### config.mk
export PLATFORM = sky130hd
export DESIGN_NAME = inv_permute_unit_flat
export DESIGN_NICKNAME = d
export VERILOG_FILES = /design/src/rtl/inv_permute_if.sv /design/src/rtl/inv_permute_unit.sv /design/src/flat_wrapper.sv
export SDC_FILE = /design/constraint.sdc
export NUM_CORES = 1
export LEC_CHECK = 0
export ABC_AREA = 1
export CAP_MARGIN = 15
export CORE_MARGIN = 1.5
export CORE_UTILIZATION = 40
export DETAILED_ROUTE_END_ITERATION = 10
export GPL_TIMING_DRIVEN = 0
export PLACE_DENSITY_LB_ADDON = 0.05
export SYNTH_ARGS = -nofsm -noshare
export SYNTH_HDL_FRONTEND = slang
export SYNTH_SLANG_ARGS = --single-unit
### constraint.sdc
create_clock -name clk -period 2.8 [get_ports clk]
set_input_delay 0.28 -clock clk [delete_from_list [all_inputs] [get_ports clk]]
set_output_delay 0.28 -clock clk [all_outputs]
set_load 0.03 [all_outputs]
### src/rtl/inv_permute_if.sv
`default_nettype none
// ============================================================================
// Module      : inv_permute_if
// Description : Handshake/bus bundle for inv_permute_unit. The slave modport
//               is the unit's view; the master modport is the producer /
//               consumer side.
// Revision    : 1.0 - initial release
// ============================================================================
interface inv_permute_if #(
  parameter int LINE_W = 6,
  parameter int ID_W   = 10
);
  logic              start;
  logic [ID_W-1:0]   block_id;
  logic              in_valid;
  logic [24:0]       in_data;
  logic              in_ready;
  logic              out_valid;
  logic [24:0]       out_data;
  logic [LINE_W-1:0] out_line;
  logic [ID_W-1:0]   out_block;
  logic              out_ready;
  logic              busy;
  logic              done;

  modport master (
    output start, block_id, in_valid, in_data, out_ready,
    input  in_ready, out_valid, out_data, out_line, out_block, busy, done
  );

  modport slave (
    input  start, block_id, in_valid, in_data, out_ready,
    output in_ready, out_valid, out_data, out_line, out_block, busy, done
  );
endinterface
`default_nettype wire

### src/rtl/inv_permute_unit.sv
`default_nettype none
// ============================================================================
// Module      : inv_permute_unit
// Description : Streaming inverse of the Keccak pi slice permutation. Takes
//               the SLICES permuted 25-bit slices of one block, undoes pi on
//               each, and streams them out of a 2-entry buffer tagged with
//               line and block indices. SLICES must equal 2**LINE_W.
// Revision    : 1.0 - initial release
// ============================================================================
module inv_permute_unit #(
  parameter int SLICES = 64,
  parameter int LINE_W = 6,
  parameter int ID_W   = 10
) (
  input  logic            clk,
  input  logic            rst,
  inv_permute_if.slave    bus
);

  localparam logic [1:0] c_ST_IDLE  = 2'd0;
  localparam logic [1:0] c_ST_RUN   = 2'd1;
  localparam logic [1:0] c_ST_DRAIN = 2'd2;

  localparam logic [LINE_W:0]   c_IN_FULL   = (LINE_W+1)'(SLICES);
  localparam logic [LINE_W:0]   c_IN_LAST   = (LINE_W+1)'(SLICES - 1);
  localparam logic [LINE_W-1:0] c_LAST_LINE = LINE_W'(SLICES - 1);
  localparam int                c_ENT_W     = LINE_W + 25;

  // out[x][y] = in[y][(2*(x-y)) mod 5]; bit 5*y+x holds lane (x,y).
  // The +10 keeps the modulo operand non-negative.
  function automatic logic [24:0] inv_pi(input logic [24:0] s);
    logic [24:0] r;
    r = '0;
    for (int y = 0; y < 5; y++) begin
      for (int x = 0; x < 5; x++) begin
        r[5*y+x] = s[5*((2*(x-y)+10)%5)+y];
      end
    end
    return r;
  endfunction

  logic [1:0]         state_q, state_d;
  logic [LINE_W:0]    in_cnt_q, in_cnt_d;
  logic [LINE_W-1:0]  out_cnt_q, out_cnt_d;
  logic [ID_W-1:0]    blk_q, blk_d;
  logic               done_q, done_d;

  logic [c_ENT_W-1:0] mem_q [2];
  logic               wr_ptr_q, rd_ptr_q;
  logic [1:0]         cnt_q;

  logic               in_ready;
  logic               out_valid;
  logic               push;
  logic               pop;
  logic [c_ENT_W-1:0] head;

  // in_ready depends only on registered state, never on out_ready.
  assign in_ready  = (state_q == c_ST_RUN) && (in_cnt_q != c_IN_FULL) && (cnt_q != 2'd2);
  assign out_valid = (cnt_q != 2'd0);
  assign push      = bus.in_valid & in_ready;
  assign pop       = out_valid & bus.out_ready;
  assign head      = mem_q[rd_ptr_q];

  // Stale entries are masked so an empty buffer presents zeros.
  assign bus.in_ready  = in_ready;
  assign bus.out_valid = out_valid;
  assign bus.out_data  = out_valid ? head[24:0] : 25'd0;
  assign bus.out_line  = out_valid ? head[c_ENT_W-1:25] : '0;
  assign bus.out_block = blk_q;
  assign bus.busy      = (state_q != c_ST_IDLE);
  assign bus.done      = done_q;

  // Next-state logic for the block FSM and its slice counters.
  always_comb begin
    state_d   = state_q;
    in_cnt_d  = in_cnt_q;
    out_cnt_d = out_cnt_q;
    blk_d     = blk_q;
    done_d    = 1'b0;
    case (state_q)
      c_ST_IDLE: begin
        if (bus.start) begin
          blk_d     = bus.block_id;
          in_cnt_d  = '0;
          out_cnt_d = '0;
          state_d   = c_ST_RUN;
        end
      end
      c_ST_RUN: begin
        if (push) begin
          in_cnt_d = in_cnt_q + 1'b1;
          if (in_cnt_q == c_IN_LAST) begin
            state_d = c_ST_DRAIN;
          end
        end
      end
      c_ST_DRAIN: begin
      end
      default: state_d = c_ST_IDLE;
    endcase
    // The last line can only pop in DRAIN, since pushing it moves us there.
    if (pop) begin
      out_cnt_d = out_cnt_q + 1'b1;
      if ((out_cnt_q == c_LAST_LINE) && (state_q == c_ST_DRAIN)) begin
        state_d = c_ST_IDLE;
        done_d  = 1'b1;
      end
    end
  end

  // FSM, counter and block-tag registers.
  always_ff @(posedge clk) begin
    if (rst) begin
      state_q   <= c_ST_IDLE;
      in_cnt_q  <= '0;
      out_cnt_q <= '0;
      blk_q     <= '0;
      done_q    <= 1'b0;
    end else begin
      state_q   <= state_d;
      in_cnt_q  <= in_cnt_d;
      out_cnt_q <= out_cnt_d;
      blk_q     <= blk_d;
      done_q    <= done_d;
    end
  end

  // Two-entry buffer; each entry holds {line, inverse-permuted slice}.
  always_ff @(posedge clk) begin
    if (rst) begin
      mem_q[0] <= '0;
      mem_q[1] <= '0;
      wr_ptr_q <= 1'b0;
      rd_ptr_q <= 1'b0;
      cnt_q    <= 2'd0;
    end else begin
      if (push) begin
        mem_q[wr_ptr_q] <= {in_cnt_q[LINE_W-1:0], inv_pi(bus.in_data)};
        wr_ptr_q        <= ~wr_ptr_q;
      end
      if (pop) begin
        rd_ptr_q <= ~rd_ptr_q;
      end
      case ({push, pop})
        2'b10:   cnt_q <= cnt_q + 2'd1;
        2'b01:   cnt_q <= cnt_q - 2'd1;
        default: cnt_q <= cnt_q;
      endcase
    end
  end

endmodule
`default_nettype wire

### src/flat_wrapper.sv
// flat-port wrapper written by rule: the top's interface ports become plain ports
module inv_permute_unit_flat 
#(
  parameter int SLICES = 64,
  parameter int LINE_W = 6,
  parameter int ID_W   = 10
)
  (clk, rst, bus_start, bus_block_id, bus_in_valid, bus_in_data, bus_out_ready, bus_in_ready, bus_out_valid, bus_out_data, bus_out_line, bus_out_block, bus_busy, bus_done);
  inv_permute_if #(.LINE_W(LINE_W), .ID_W(ID_W)) bus_i ();
  input  logic clk;
  input  logic rst;
  input wire logic [$bits(bus_i.start)-1:0] bus_start;
  input wire logic [$bits(bus_i.block_id)-1:0] bus_block_id;
  input wire logic [$bits(bus_i.in_valid)-1:0] bus_in_valid;
  input wire logic [$bits(bus_i.in_data)-1:0] bus_in_data;
  input wire logic [$bits(bus_i.out_ready)-1:0] bus_out_ready;
  output wire logic [$bits(bus_i.in_ready)-1:0] bus_in_ready;
  output wire logic [$bits(bus_i.out_valid)-1:0] bus_out_valid;
  output wire logic [$bits(bus_i.out_data)-1:0] bus_out_data;
  output wire logic [$bits(bus_i.out_line)-1:0] bus_out_line;
  output wire logic [$bits(bus_i.out_block)-1:0] bus_out_block;
  output wire logic [$bits(bus_i.busy)-1:0] bus_busy;
  output wire logic [$bits(bus_i.done)-1:0] bus_done;
  assign bus_i.start = bus_start;
  assign bus_i.block_id = bus_block_id;
  assign bus_i.in_valid = bus_in_valid;
  assign bus_i.in_data = bus_in_data;
  assign bus_i.out_ready = bus_out_ready;
  assign bus_in_ready = bus_i.in_ready;
  assign bus_out_valid = bus_i.out_valid;
  assign bus_out_data = bus_i.out_data;
  assign bus_out_line = bus_i.out_line;
  assign bus_out_block = bus_i.out_block;
  assign bus_busy = bus_i.busy;
  assign bus_done = bus_i.done;
  inv_permute_unit #(.SLICES(SLICES), .LINE_W(LINE_W), .ID_W(ID_W)) u_core (.clk(clk), .rst(rst), .bus(bus_i));
endmodule
Yosys cells after proc, flatten, opt, wreduce, memory -nomap -nowiden:

Memory sizes are Yosys's and may differ from the RTL's. A register that Yosys moved wholly into a read port is not among the register bits.
Index checks and enable logic that the tools add are counted.

* bits in registers: 30
* bits in writable memories: 62
* input bits: 40
* output and inout bits: 45
* logic and storage cells: 69
* memories kept: 1

Memory list
* u_core.mem_q: words 2, bits a word 31, rd ports 1, clocked after memory_dff 1, write ports 2, line inv_permute_unit.sv:48 `logic [c_ENT_W-1:0] mem_q [2];`

* add/subtract/negate cells: 4
* eq/ne operators: 10
* mux-type cells: 26
* bitwise operators: 5
* reduce and logical (&&, ||, !) cells: 15

Operator list (number)
* $mux 31: 1
* $reduce_or 31->1: 1
* $mux 25: 1
* $mux 6: 4
* $mux 7: 2
* $pmux 7 s2: 1
* $reduce_bool 2->1: 6
* $mux 1: 10
* $mux 2: 5
* $add 7x1->7 const B: 1
* $eq 7x6->1 const B: 1
* $ne 7x7->1 const B: 1
* $add 6x1->6 const B: 1
* $eq 6x6->1 const B: 1
* $pmux 2 s3: 1
* $eq 2x1->1 const B: 2
* $eq 2x2->1 const B: 2
* $ne 2x2->1 const B: 2
* $pmux 2 s2: 1
* $reduce_and 2->1: 2
* $logic_and 1x1->1: 3
* $not 1->1: 3
* $reduce_and 3->1: 1
* $add 2x1->2 const B: 1
* other kinds (5): 6

Depth between registers and ports, before layout:

Gate-level depths: netlist of the first run.

* depth after elaboration: 9
* depth in mapped cells: 12
* depth with buffers taken out: 11

Worst setup path before layout of the first run:

Ideal clock, no wire load.

* kind: flip-flop to flip-flop
* start point: register u_core.in_cnt_q[0]
* end point: memory u_core.mem_q[1][0] (netlist name) (enable)
* library setup time: 0.388 ns
* data arrival time: 2.101 ns
* required time: 2.412 ns
* path slack: 0.311 ns
* stages on the path, launching flop included: 10
* buffers on the path: 1
* clock period less this slack: 2.489 ns
* cells stage by stage: dfxtp_1 inv_1 ha_1 inv_1 nor2_1 nand3_1 and2_2 nand4_2 buf_2 nand2_1

RTL lines
* start, declared: line inv_permute_unit.sv:43 `logic [LINE_W:0] in_cnt_q, in_cnt_d;`
* start signal, assigned: line inv_permute_unit.sv:122 `in_cnt_q <= in_cnt_d;`
* end, declared: line inv_permute_unit.sv:48

==> results of run 1 <==
-- final cells by class --
cell class / instances / area [sq um] / share of cell area [%]
multi-input combinational: 305 / 1430 / 26.3
clock buffer: 11 / 131 / 2.43
clock inverter: 5 / 60.1 / 1.11
sequential: 93 / 2480 / 45.9
timing repair buffer: 85 / 856 / 15.8
inverter: 46 / 173 / 3.19
buffer: 22 / 113 / 2.08
tap: 136 / 170 / 3.15
-- per-stage QoR --
step           hold WS, ns  TNS (ns)
2_1_floorplan        0.349         0
3_3_place_gp         0.437    -23.00
3_5_place_dp         0.454    -0.910
4_1_cts              0.475         0
5_1_grt              0.514         0
6_report             0.474         0
-- report_power, final --
part           switching [W]  leakage (nW)  internal, W
clock               0.000473        0.0939     0.000417
sequential         0.0000397         0.896      0.00154
combinational       0.000545          1.08     0.000304
total                0.00106          2.07      0.00226
-- timing repair --
item,CTS,global route
buffers inserted,0,0
gates resized for setup,1,0
endpoints found under the setup margin,13,0
-- cells by family (layout without fill, tap and decap cells) --
logic type                 after synthesis  in the layout  share of synthesized area, %
xor gates and xnor gates                 3              3                         0.628
and+or+nand+nor                        232            232                          24.1
DFF                                     93             93                          59.3
AOI/OAI and AO/OA                       66             66                          8.04
adders and majority gates                4              4                          1.20
buffers and inverters                   68            169                          6.81
-- per-layer routing --
layer / share of wire (%) / global-route usage, % / vias up
met5: 0 / 0 / -
met4: 1.1 / 6.16 / 0
met3: 3.7 / 2.23 / 9
met2: 51 / 30.9 / 56
met1: 44 / 21.1 / 1521
li1: - / - / 1693
-- sequential cells by signal (all words and copies together), names as in the netlist, named ones only --
| register | cells |
|---|---|
| u_core.rd_ptr_q | 1 |
| u_core.bus.out_block | 10 |
| u_core.in_cnt_q | 7 |
| u_core.wr_ptr_q | 1 |
| u_core.bus.done | 1 |
| u_core.state_q | 2 |
| u_core.cnt_q | 2 |
| u_core.out_cnt_q | 6 |
| u_core.mem_q | 62 |
-- cell usage after synthesis, drive strengths merged --
| master | n | area [sq um] |
|---|---|---|
| a21oi | 48 | 240 |
| a31o | 1 | 8.76 |
| and2 | 1 | 7.51 |
| buf | 9 | 63.8 |
| clkbuf | 13 | 48.8 |
| dfxtp | 31 | 621 |
| edfxtp | 62 | 1860 |
| ha | 4 | 50.1 |
| inv | 46 | 173 |
| nand2 | 98 | 375 |
| nand3 | 17 | 90.1 |
| nand4 | 3 | 25.0 |
| nor2 | 110 | 490 |
| nor3 | 1 | 5.00 |
| nor3b | 1 | 7.51 |
| o21ai | 16 | 80.1 |
| o21bai | 1 | 7.51 |
| or2 | 1 | 6.26 |
| xor2 | 3 | 26.3 |
-- path summary, 6_finish.rpt --
| kind | to | startpoint | cells past startpoint | slack, ns |
|---|---|---|---|---|
| setup / recovery | u_core.mem_q[0][13] | u_core.in_cnt_q[0] | 10 | 0.28 |
| hold / removal | u_core.out_cnt_q[4] | u_core.out_cnt_q[4] | 2 | 0.47 |
| setup reg to reg | u_core.mem_q[0][13] | u_core.in_cnt_q[0] | 10 | 0.28 |
| hold reg to reg | u_core.out_cnt_q[4] | u_core.out_cnt_q[4] | 2 | 0.47 |
-- worst max-delay path, stage by stage (launching register included) --
cell     delay, ns
dfxtp_1       0.42
inv_1         0.14
ha_1          0.23
inv_1         0.05
nor2_1        0.03
nand3_1       0.11
nand3_2       0.10
nor2_1        0.13
nand2_2       0.14
buf_6         0.19
nand2_2       0.60
==> flow_summary.json, run 1 <==
{
  "relSlewSlack_pct": 46.3,
  "p_total_w": 0.00332,
  "port_buffers": 84,
  "cp_max_fo": 31,
  "ys.warnings.count": 0,
  "vias_per_cell": 4.66,
  "dp.cells": 687,
  "outcome": "completed",
  "fp.dieH_um": 105,
  "power.density_nw_per_um2": 613,
  "routed-via-count": 3279,
  "ys_seq_elements": 93,
  "die_width_um": 105,
  "track_usage_pct": 17.2,
  "dpl_cell_area_sq_um": 5220,
  "postRouteAntennaNets": 0,
  "cap_viol_max_count": 0,
  "arrival_ns": 2.50,
  "syn_area_per_cell_sq_um": 8.99,
  "final_cells": 703,
  "io_pins": 85,
  "most-common-layout-cells": "nand2_1 (93), clkdlybuf4s50_1 (84), nor2_1 (79)",
  "path_class": "reg -> reg",
  "num_rows": 37,
  "synthCells": 466,
  "clk_latency_ns": 0.36,
  "fillers": 975,
  "grt_start_max_net_pins": 32,
  "fmax_mhz": 397,
  "netlist_area_sq_um": 4190,
  "fin_crit_sh_pct": 90.0,
  "clkTransAtPathRegs_ns": 0.09,
  "dp_hpwl_um": 6380,
  "grt_pass1_wl_um": 14800,
  "fin_nets": 606,
  "slew_violations": 0,
  "leakage_nw": 2.07,
  "initial_core_util_pct": 40.9,
  "wl_per_cell_um": 13.3,
  "grt_overflow": 0,
  "ys_types": 26,
  "hold_buffers": 0,
  "tightestPinTransition_ns": 0.803,
  "layout_setup_ws_ns": 0.279,
  "fin_area_sq_um": 5410,
  "grt_pass1_vias": 3090,
  "setup_violations": 0,
  "final_common_cell": "nand2_1",
  "antenna_found_initial": 0,
  "htreeDepth": 3,
  "cts_tree": "built",
  "antenna_cells": 0,
  "core-area_sq_um": 10200,
  "worstHoldPathType": "reg -> reg",
  "ir_drop_mv": 0.266,
  "synth_seq_area_share_pct": 59.3,
  "crit_required_ns": 2.78,
  "start_kind": "register",
  "wl_um": 9340,
  "gp_congestion": 0.807,
  "cts-root-buf": "clkbuf_8",
  "die-area_sq_um": 11100,
  "drc_errors": 0,
  "min_period_ns": 2.52,
  "timing_hold_violations_final": 0,
  "cts-buffers-inserted": 9,
  "endpoint_kind": "register",
  "rsz0062_at_grt": "no",
  "drt_iter0_markers": 106,
  "drtPass1Iterations": 4,
  "syn-num-nets": 510,
  "syn2layout_area_growth_pct": 29.2,
  "pre_cts_ws_ns": -0.0705,
  "clock_skew_ns": 0.0115,
  "drive_gt1_share_pct": 12.0,
  "final_core_util_pct": 52.9,
  "numClockSinks": 93,
  "cts_buffer_depth": 2
}
Note: power is estimated with default switching activity, not from simulation.
==> run 2: changes to the inputs <==
CORE_MARGIN = unset   (was 1.5)
==> run 2 against run 1 <==
Hold slack worse by 0.013 ns. Via count is 0.12% lower. Sequential share of layout area decreased by 0.46 points. Non-clock buffer count unchanged. Combinational power about the same. Critical endpoint is now bus_out_data[1]. Critical path depth decreased by 5. Worst setup slack worse by 0.081 ns. Final area rose by 1.0%. Core utilization increased by 2.0 points. Global-route usage is 0.26 points higher. Count of clock-buffer cells in the layout is 3 higher.
==> flow_summary.json, run 2 (same netlist as run 1, synthesis figures left out) <==
{
  "power.density_nw_per_um2": 629,
  "p_total_w": 0.00344,
  "p_sw_share_pct": 30.4,
  "r2r_slack_ns": 0.46,
  "initial_core_util_pct": 42.1,
  "cts_buffer_depth": 2,
  "ff_latch_area_sq_um": 2480,
  "seq_power_share_pct": 45.9,
  "antenna_cells": 0,
  "dp_hpwl_um": 6100,
  "gp_congestion": 0.844,
  "antenna_found_initial": 0,
  "path_class": "reg -> out",
  "final_common_cell": "nand2_1",
  "clkTransAtPathRegs_ns": 0.08,
  "grt_use_met2_pct": 30.2,
  "arrival_ns": 2.32,
  "min_period_ns": 2.60,
  "grt_overflow": 0,
  "cts-root-buf": "clkbuf_8",
  "wl_per_cell_um": 12.9,
  "hold_buffers": 0,
  "grt_busiest_layer": "met2",
  "tightestPinTransition_ns": 0.536,
  "fin_nets": 606,
  "holdPathEnd": "u_core.out_cnt_q[4]",
  "fin_crit_sh_pct": 93.0,
  "port_buffers": 84,
  "met3_usage_pct": 2.69,
  "vias_per_cell": 4.68,
  "drtPass1Iterations": 4,
  "largest_register_ff_count": 62,
  "clk_latency_ns": 0.36,
  "postRouteAntennaNets": 0,
  "worstPathCellList": "inv_1 > clkbuf_1 > nand2_1 > a21oi_1 > clkdlybuf4s50_1",
  "timing_hold_violations_final": 0,
  "fillers": 945,
  "top_register": "u_core.mem_q",
  "rsz0062_at_grt": "no",
  "drive_gt1_share_pct": 12.0,
  "outcome": "completed",
  "slew_violations": 0,
  "endpoint_kind": "output pin",
  "fmax_mhz": 384,
  "drc_errors": 0,
  "reg2reg_from": "u_core.in_cnt_q[0]",
  "worstRegToRegCells": 9,
  "drt_iter0_markers": 127,
  "num_rows": 36,
  "routed-via-count": 3275,
  "ir_drop_mv": 0.381,
  "syn2layout_area_growth_pct": 30.5,
  "crit_required_ns": 2.52,
  "cp_max_fo": 10,
  "die_width_um": 104,
  "crit_path_top_delay_cell": "clkdlybuf4s50_1",
  "cts-buffers-inserted": 9,
  "clock_skew_ns": 0.00940,
  "wl_um": 9060,
  "met1_usage_pct": 21.9,
  "htreeDepth": 3,
  "p_clk_share_pct": 29.3,
  "worst_path_largest_cell_delay_ns": 0.71,
  "leakage_nw": 2.09,
  "cap_viol_max_count": 0,
  "start_kind": "register",
  "whs_ns": 0.462,
  "power_switching_w": 0.00105,
  "p_int_w": 0.00239,
  "min_from": "u_core.out_cnt_q[4]",
  "numClockSinks": 93,
  "grt_pass1_wl_um": 15000,
  "most-common-layout-cells": "nand2_1 (93), clkdlybuf4s50_1 (84), nor2_1 (79)",
  "holdPathStages": 2,
  "grt_start_max_net_pins": 32,
  "grt_pass1_vias": 3173,
  "fp.dieH_um": 104,
  "setup_violations": 0,
  "core-area_sq_um": 9950,
  "cts_tree": "built",
  "io_pins": 85,
  "die-area_sq_um": 10900,
  "multi_input_area_sq_um": 1430,
  "worstHoldPathType": "reg -> reg",
  "relSlewSlack_pct": 64.3,
  "track_usage_pct": 17.5,
  "pwr-share-comb_pct": 24.8,
  "reg2reg_to": "u_core.mem_q[1][13]"
}
## run 2: layer usage
layer | vias to the layer above | routed length, um
met3 | 10 | 267
met2 | 60 | 4420
met4 | 0 | 127
met1 | 1514 | 4250
li1 | 1691 | -
met5 | - | 0
## run 2: critical path, delay by kind of cell, from the launching register on
| family | cells | cell delay [ns] |
|---|---|---|
| buf+inv | 3 | 1.27 |
| compound gates | 1 | 0.21 |
| flops | 1 | 0.39 |
| simple gates | 1 | 0.11 |
## run 2: final cells by class
cell class | instances | share of cell area [%]
Inverter | 46 | 3.16
Timing Repair Buffer | 85 | 15.9
Clock inverter | 2 | 0.687
Buffer | 22 | 2.06
Tap cell | 133 | 3.04
Sequential cell | 93 | 45.4
Multi-Input combinational cell | 305 | 26.2
Clock buffer | 14 | 3.57
## run 2: what timing repair did
item,4_1_cts,5_1_grt
buffers inserted,0,0
setup endpoints to repair,0,49
resized for setup,0,2
## run 2: how the worst max path moves through the flow
stage,startpoint,endpoint,slack [ns]
2_1_floorplan,u_core.in_cnt_q[0],u_core.mem_q[1][0],0.31
5_1_grt,register,bus_out_data[1],0.007
3_3_place_gp,rst,u_core.mem_q[1][5],-0.33
4_1_cts,register,bus_out_data[1],0.13
3_5_place_dp,rst,u_core.mem_q[0][19],0.07
6_report,register,bus_out_data[1],0.20
## run 2: power by group through the flow
stage,combinational [W],sequential [W],clock [W]
2_1_floorplan,0.000480,0.00163,0
3_3_place_gp,0.000848,0.00161,0
3_5_place_dp,0.000861,0.00161,0
4_1_cts,0.000864,0.00158,0.00103
5_1_grt,0.000925,0.00159,0.00108
6_report,0.000852,0.00158,0.00101
## run 2: through the flow
step	setup TNS [ns]	setup WS, ns	util [%]	std cells	instance area (sq um)
5_1_grt	0	0.00741	54.9	700	5470
4_1_cts	0	0.132	54.8	700	5460
3_5_place_dp	0	0.0681	52.5	684	5230
3_3_place_gp	-19.57	-0.331	52.2	683	5190
6_report	0	0.197	54.9	700	5470
2_1_floorplan	0	0.311	-	466	4190
